`src/rtl/sync_debounce.sv`:
```
// sync_debounce
//   Per-channel input conditioner: a STAGES-deep synchroniser followed by a
//   debounce filter that accepts a new level only after it has persisted for
//   DEBOUNCE consecutive clock edges. Edge pulses mark accepted transitions.
//
// Parameters
//   WIDTH     : number of independent channels (1..32)
//   STAGES    : synchroniser depth (>= 2)
//   DEBOUNCE  : edges a new level must persist before acceptance (>= 1)
//   RESET_VAL : reset level of every synchroniser stage and stable output
//
// Ports
//   clk        : single clock, all state on its rising edge
//   resetn     : asynchronous active-low reset
//   async_in   : raw asynchronous inputs
//   sync_out   : synchronised, undebounced level (last synchroniser stage)
//   stable_out : debounced level
//   rise       : one-cycle pulse after stable_out goes 0->1
//   fall       : one-cycle pulse after stable_out goes 1->0
module sync_debounce #(
    parameter int unsigned WIDTH     = 4,
    parameter int unsigned STAGES    = 2,
    parameter int unsigned DEBOUNCE  = 16,
    parameter bit          RESET_VAL = 1'b0
) (
    input  logic             clk,
    input  logic             resetn,
    input  logic [WIDTH-1:0] async_in,
    output logic [WIDTH-1:0] sync_out,
    output logic [WIDTH-1:0] stable_out,
    output logic [WIDTH-1:0] rise,
    output logic [WIDTH-1:0] fall
);

    localparam int unsigned     CNT_W    = $clog2(DEBOUNCE + 1);
    localparam logic [CNT_W-1:0] CNT_LAST = CNT_W'(DEBOUNCE - 1);
    localparam logic [WIDTH-1:0] RST_VEC  = {WIDTH{RESET_VAL}};

    logic [WIDTH-1:0] syncStage [STAGES];
    logic [CNT_W-1:0] debounceCnt [WIDTH];

    // Synchroniser chain; stage 0 samples the raw inputs.
    always_ff @(posedge clk or negedge resetn) begin
        if (!resetn) begin
            for (int unsigned s = 0; s < STAGES; s++) begin
                syncStage[s] <= RST_VEC;
            end
        end else begin
            syncStage[0] <= async_in;
            for (int unsigned s = 1; s < STAGES; s++) begin
                syncStage[s] <= syncStage[s-1];
            end
        end
    end

    assign sync_out = syncStage[STAGES-1];

    // Debounce filter. The counter tracks how many consecutive edges the
    // synchronised level has disagreed with the accepted level; the edge that
    // finds it at DEBOUNCE-1 with the disagreement still present accepts the
    // new level, so acceptance lands exactly DEBOUNCE edges after the change.
    // Pulses are registered on that same edge so they align with stable_out.
    always_ff @(posedge clk or negedge resetn) begin
        if (!resetn) begin
            stable_out <= RST_VEC;
            rise       <= '0;
            fall       <= '0;
            for (int unsigned ch = 0; ch < WIDTH; ch++) begin
                debounceCnt[ch] <= '0;
            end
        end else begin
            rise <= '0;
            fall <= '0;
            for (int unsigned ch = 0; ch < WIDTH; ch++) begin
                if (sync_out[ch] == stable_out[ch]) begin
                    debounceCnt[ch] <= '0;
                end else if (debounceCnt[ch] == CNT_LAST) begin
                    stable_out[ch]  <= sync_out[ch];
                    rise[ch]        <= sync_out[ch];
                    fall[ch]        <= ~sync_out[ch];
                    debounceCnt[ch] <= '0;
                end else begin
                    debounceCnt[ch] <= debounceCnt[ch] + 1'b1;
                end
            end
        end
    end

endmodule
```
`config.mk`:
```
export PLATFORM = sky130hd
export DESIGN_NAME = sync_debounce
export DESIGN_NICKNAME = d
export VERILOG_FILES = /design/src/rtl/sync_debounce.sv
export SDC_FILE = /design/constraint.sdc
export NUM_CORES = 1
export LEC_CHECK = 0
export CAP_MARGIN = 20
export CORE_MARGIN = 3
export CORE_UTILIZATION = 47
export DETAILED_ROUTE_END_ITERATION = 7
export GPL_ROUTABILITY_DRIVEN = 0
export PLACE_DENSITY = 0.73
export SYNTH_ARGS = -nofsm -noshare
export SYNTH_HDL_FRONTEND = slang
export SYNTH_SLANG_ARGS = --single-unit
```
`constraint.sdc`:
```
create_clock -name clk -period 1.4 [get_ports clk]
set_clock_uncertainty 0.2 [all_clocks]
set_input_delay 0.14 -clock clk [delete_from_list [all_inputs] [get_ports clk]]
set_output_delay 0.14 -clock clk [all_outputs]
set_load 0.01 [all_outputs]
```
* Word-level counts from Yosys, hierarchy flattened
Cells that the tools add are included.
Storage, ports and cells: word-level logic and storage cells 60, register bits 40, output and inout port bits 16, bits of input ports 6
Operators by class: bitwise operators 8, muxes and demuxes 24, equality and inequality tests 8, $add $sub $neg 4, reduce and logical (&&, ||, !) cells 4
Operators with widths (count):
- 5-bit two-way mux | 8
- 5-bit by 1-bit adder with 5-bit output (second input constant) | 4
- 5-bit by 4-bit == test with 1-bit output (second input constant) | 4
- 1-bit two-way mux | 16
- 1-bit inverter | 8
- 2-bit AND reduction | 4
- 1-bit == test | 4

* Longest topological paths before layout
depth after elaboration 3, depth in mapped cells 4, depth with buffers taken out 4

* Worst setup path after synthesis
OpenSTA, ideal clock, no wires.
kind register to register, start point register debounceCnt[10] (netlist bit), end point register stable_out[1], buffers on the path 0, stages on the path, launching flop included 4, setup time 0.125 ns, setup slack 0.042 ns, data required time 1.075 ns, data arrival time 1.033 ns, clock period less this slack 1.358 ns, cells stage by stage dfrtp_1 > ha_1 > nand4b_4 > mux2_4
Between the ends: cells in the longest elaborated chain, start to end 2
RTL lines:
- start, declared | RTL line 40 | logic [CNT_W-1:0] debounceCnt [WIDTH];
- start signal, assigned by index | RTL line 83 | debounceCnt[ch] <= debounceCnt[ch] + 1'b1;
- 5-bit by 4-bit == test with 1-bit output | RTL line 77 | end else if (debounceCnt[ch] == CNT_LAST) begin
- 2-bit AND reduction (no source line)
- end signal, assigned by index | RTL line 78 | stable_out[ch] <= sync_out[ch];
- end, declared | RTL line 30 | output logic [WIDTH-1:0] stable_out,
Every way passes these cells. A chain may end at the register's enable or synchronous reset.

* Worst setup path after layout
start point register debounceCnt[5] (netlist bit), end point register stable_out[2]
Same word-level chain as after synthesis.

==> metrics list <==
* Most common library cell in the layout ignoring fill and taps: sky130_fd_sc_hd__dfrtp_1
- Clock-pin slew was measured on the worst setup and hold paths at 0.11 ns.
- Leakage: 0.001127 uW
- Cell count after synthesis: 108
- Maximum number of pins on one net before global-route repair: 41
- Share of the synthesized netlist area taken by xor and xnor gates: 6.785%
- The clock network burns 27.0% of the power.
- VDD IR-drop max: 548.2 uV
- Number of failing setup endpoints in the final timing report: 0
- Leaving out fill and tap cells, the most frequent cells in the layout are sky130_fd_sc_hd__dfrtp_1, sky130_fd_sc_hd__buf_4, sky130_fd_sc_hd__dlygate4sd2_1.
* IO buf count: 21
- Post-route ant nets: 0
- Number of global-route vias before repair: 929
- Share of the synthesized area in compound gates (AO/OA/AOI/OAI): 1.616%
- In this run the horizontal extent of the chip is 63.41 um.
- For this design the total switching power over the nets is 434.8 uW.
- In the finished design, the share of the clock period the worst path needs comes to 97.08%.
* Internal Pwr Total: 1458 uW
- Clock Sink Count: 40
- Number of diodes: 0
- Yosys mapped the design onto 15 distinct sky130hd cell types.
- Count of final hold-check violations: 0
- At the end of the flow, the number of nets in the layout was 156.
* Deepest clock path buffer count: 2
- Post-Syn Nets: 118
* Max_slew headroom: 85.83%
* Cell type contributing the most total cell area after synthesis: sky130_fd_sc_hd__dfrtp_1
* Total via count after detailed routing: 924
- Initial standard-cell utilization of the core: 49.92%
- Cts bufs inserted: 5
* Fin crit period: 1.359 ns
* Largest family of logic cells by synthesized area: simple AND/OR/NAND/NOR gates
* Critical Path Start Type: flop
- Number of standard-cell rows in the floorplan: 20
- Routed len/inst: 13.55 um
- Final worst setup slack: 0.04082 ns
- The synthesized netlist devotes 3.231% of its cell area to adder and majority cells.
* Area of the die: 4021 sq um
* Post-synthesis cell area: 1549 sq um
- STA classifies the critical path endpoint as a flop.
- Area share of the largest cell type after synthesis: 64.62%
- The number of antenna violations at the first check in global routing is 0.
- Type of the tightest min-delay check: input pin to flop
- Layout Area Growth over Synthesis: 29.32%
- Wirelength, routed: 2.574 mm
* Number of DRC markers after the initial detailed-route iteration: 38
- Crit path max fanout: 5
* Number of synthesized register bits: 40
* Cell area reported after detailed placement: 1829 sq um
* First-pass GRT wire length: 4.271 mm
* Fin. max-slew vios: 0
* Power share of the combinational group: 8.0%
* GRT overflow: 0
- Across every metal layer, demand over resource in global routing totals 14.08%.
* Number of I/O pins: 22
* Maximum Capacitance Violations: 0
- TritonCTS built the clock tree.
* CORE AREA: 3103 sq um
- HPWL after detailed placement: 1.677 mm
- Clock latency on the worst-skew pair, taken at its later pin, is 0.34 ns.
- Of the total power, the share spent switching nets is 22.97%.
- OpenSTA, run right after detailed placement, puts the worst setup slack at -0.001437 ns.
* Floorplan die height: 63.41 um
- After synthesis, the cell types taking the most area are sky130_fd_sc_hd__dfrtp_1, sky130_fd_sc_hd__xor2_1, sky130_fd_sc_hd__nand4b_4.
* Root Driver: sky130_fd_sc_hd__clkbuf_4
* YS warnings: 0
- Highest achievable clock rate: 735.7 MHz
- The H-tree was split into 2 levels.
- Worst endpoint data arrival time: 1.39 ns
* Simple-Gate Fraction of Synth Area: 17.93%
- First drt pass iteration count: 4
* Worst setup path class: flop to flop
* Sequential share of power: 65.0%
* Proportion of layout cells with a drive suffix above 1: 26.71%
- Post-route cell area: 2003 sq um
- Dividing the detail-routed via count by the number of cells gives 4.863.
* Status: completed
- Mean instance size in the synthesized netlist: 14.34 sq um
* Sum of negative setup slack: 0 ns
- Measured against the total synthesized area, the mux share comes to 3.877%.
* Data required, critical path: 1.43 ns
* # DRC: 0
* Power density relative to cell area: 945.0 nW/um^2
- After synthesis, flip-flops and latches occupy 64.62% of the total area.
* Slew of the pin with the lowest slew margin: 0.2125 ns
## worst max-delay path, cell delays in order, from the launching register on
cell and delay (ns):
sky130_fd_sc_hd__dfrtp_1 0.42, sky130_fd_sc_hd__ha_4 0.18, sky130_fd_sc_hd__nand4b_4 0.13, sky130_fd_sc_hd__mux2_4 0.32
## cells by family (layout without fill, tap and decap cells)
logic type,after synthesis,in the layout
and+or+nand+nor,40,40
muxes,4,4
AOI/OAI and AO/OA,4,4
adders and majority gates,4,4
xor gates and xnor gates,12,12
DFF,40,40
buffers and inverters,4,42
## worst paths after layout
kind,startpoint,depth (start not counted),slack (ns),endpoint
max in group asynchronous,resetn,3,0.71,sync_out[1]$_DFF_PN0_
max,debounceCnt[5]$_DFF_PN0_,3,0.04,stable_out[2]$_DFFE_PN0P_
min in group asynchronous,resetn,3,0.09,fall[1]$_DFF_PN0_
min reg2reg,syncStage[4]$_DFF_PN0_,0,0.16,sync_out[0]$_DFF_PN0_
min,async_in[3],1,0.04,syncStage[7]$_DFF_PN0_
max reg2reg,debounceCnt[5]$_DFF_PN0_,3,0.04,stable_out[2]$_DFFE_PN0P_
## cell usage after synthesis
cell type	n
sky130_fd_sc_hd__dfrtp_1	40
sky130_fd_sc_hd__xor2_1	12
sky130_fd_sc_hd__nand2_1	8
sky130_fd_sc_hd__nor2_1	8
sky130_fd_sc_hd__nor3b_1	8
sky130_fd_sc_hd__and2_1	5
sky130_fd_sc_hd__a31oi_1	4
sky130_fd_sc_hd__buf_4	4
sky130_fd_sc_hd__ha_1	4
sky130_fd_sc_hd__mux2_4	4
sky130_fd_sc_hd__nand3_1	4
sky130_fd_sc_hd__nand4b_4	3
sky130_fd_sc_hd__and3_1	2
sky130_fd_sc_hd__and3_2	1
sky130_fd_sc_hd__nand4b_2	1
## registers in the layout (all words and copies together), names as in the netlist
signal,cells
rise,4
debounceCnt,20
fall,4
stable_out,4
syncStage,4
sync_out,4
## cell type report
cell class | count | area [sq um]
clock buffers | 6 | 41.29
clock inverters | 1 | 5.005
fillers | 252 | 1100
multi-input cells | 64 | 588.1
flip-flops and latches | 40 | 1001
well taps | 44 | 55.05
repair buffers | 35 | 312.8
## repair_timing
action | CTS | global route
endpoints found under the hold margin | 40 | 0
endpoints found under the setup margin | 18 | 18
resized for setup | 18 | 16
pin swaps | 0 | 1
hold buffers | 1 | 0
setup buffers | 8 | 0
## stage by stage
step                      instances  total power (uW)  hold WS (ns)  utilization (%)
after global placement          174              1373      -0.07655            58.95
after global routing            190              1986      0.006410            64.56
after CTS                       190              1898       0.02286            62.22
final                           190              1893       0.03512            64.56
after floorplan                 108              1308       -0.3556                -
after detailed placement        174              1380      -0.07833            58.95
## layer usage
| metal | global-route usage (%) | routed length (um) | up-vias |
|---|---|---|---|
| met3 | 4.456 | 114 | 5 |
| met1 | 17.22 | 1097 | 463 |
| met2 | 21.90 | 1319 | 23 |
| met5 | 0 | 0 | - |
| li1 | - | - | 433 |
| met4 | 8.086 | 42 | 0 |
## power groups by stage
stage	clock (uW)	combinational, uW	sequential [uW]
final	511	152	1230
after CTS	530	143	1220
after detailed placement	0	128	1250
after floorplan	0	62.7	1250
after global routing	582	168	1240
after global placement	0	124	1250
Power figures use the tool's default switching activity.
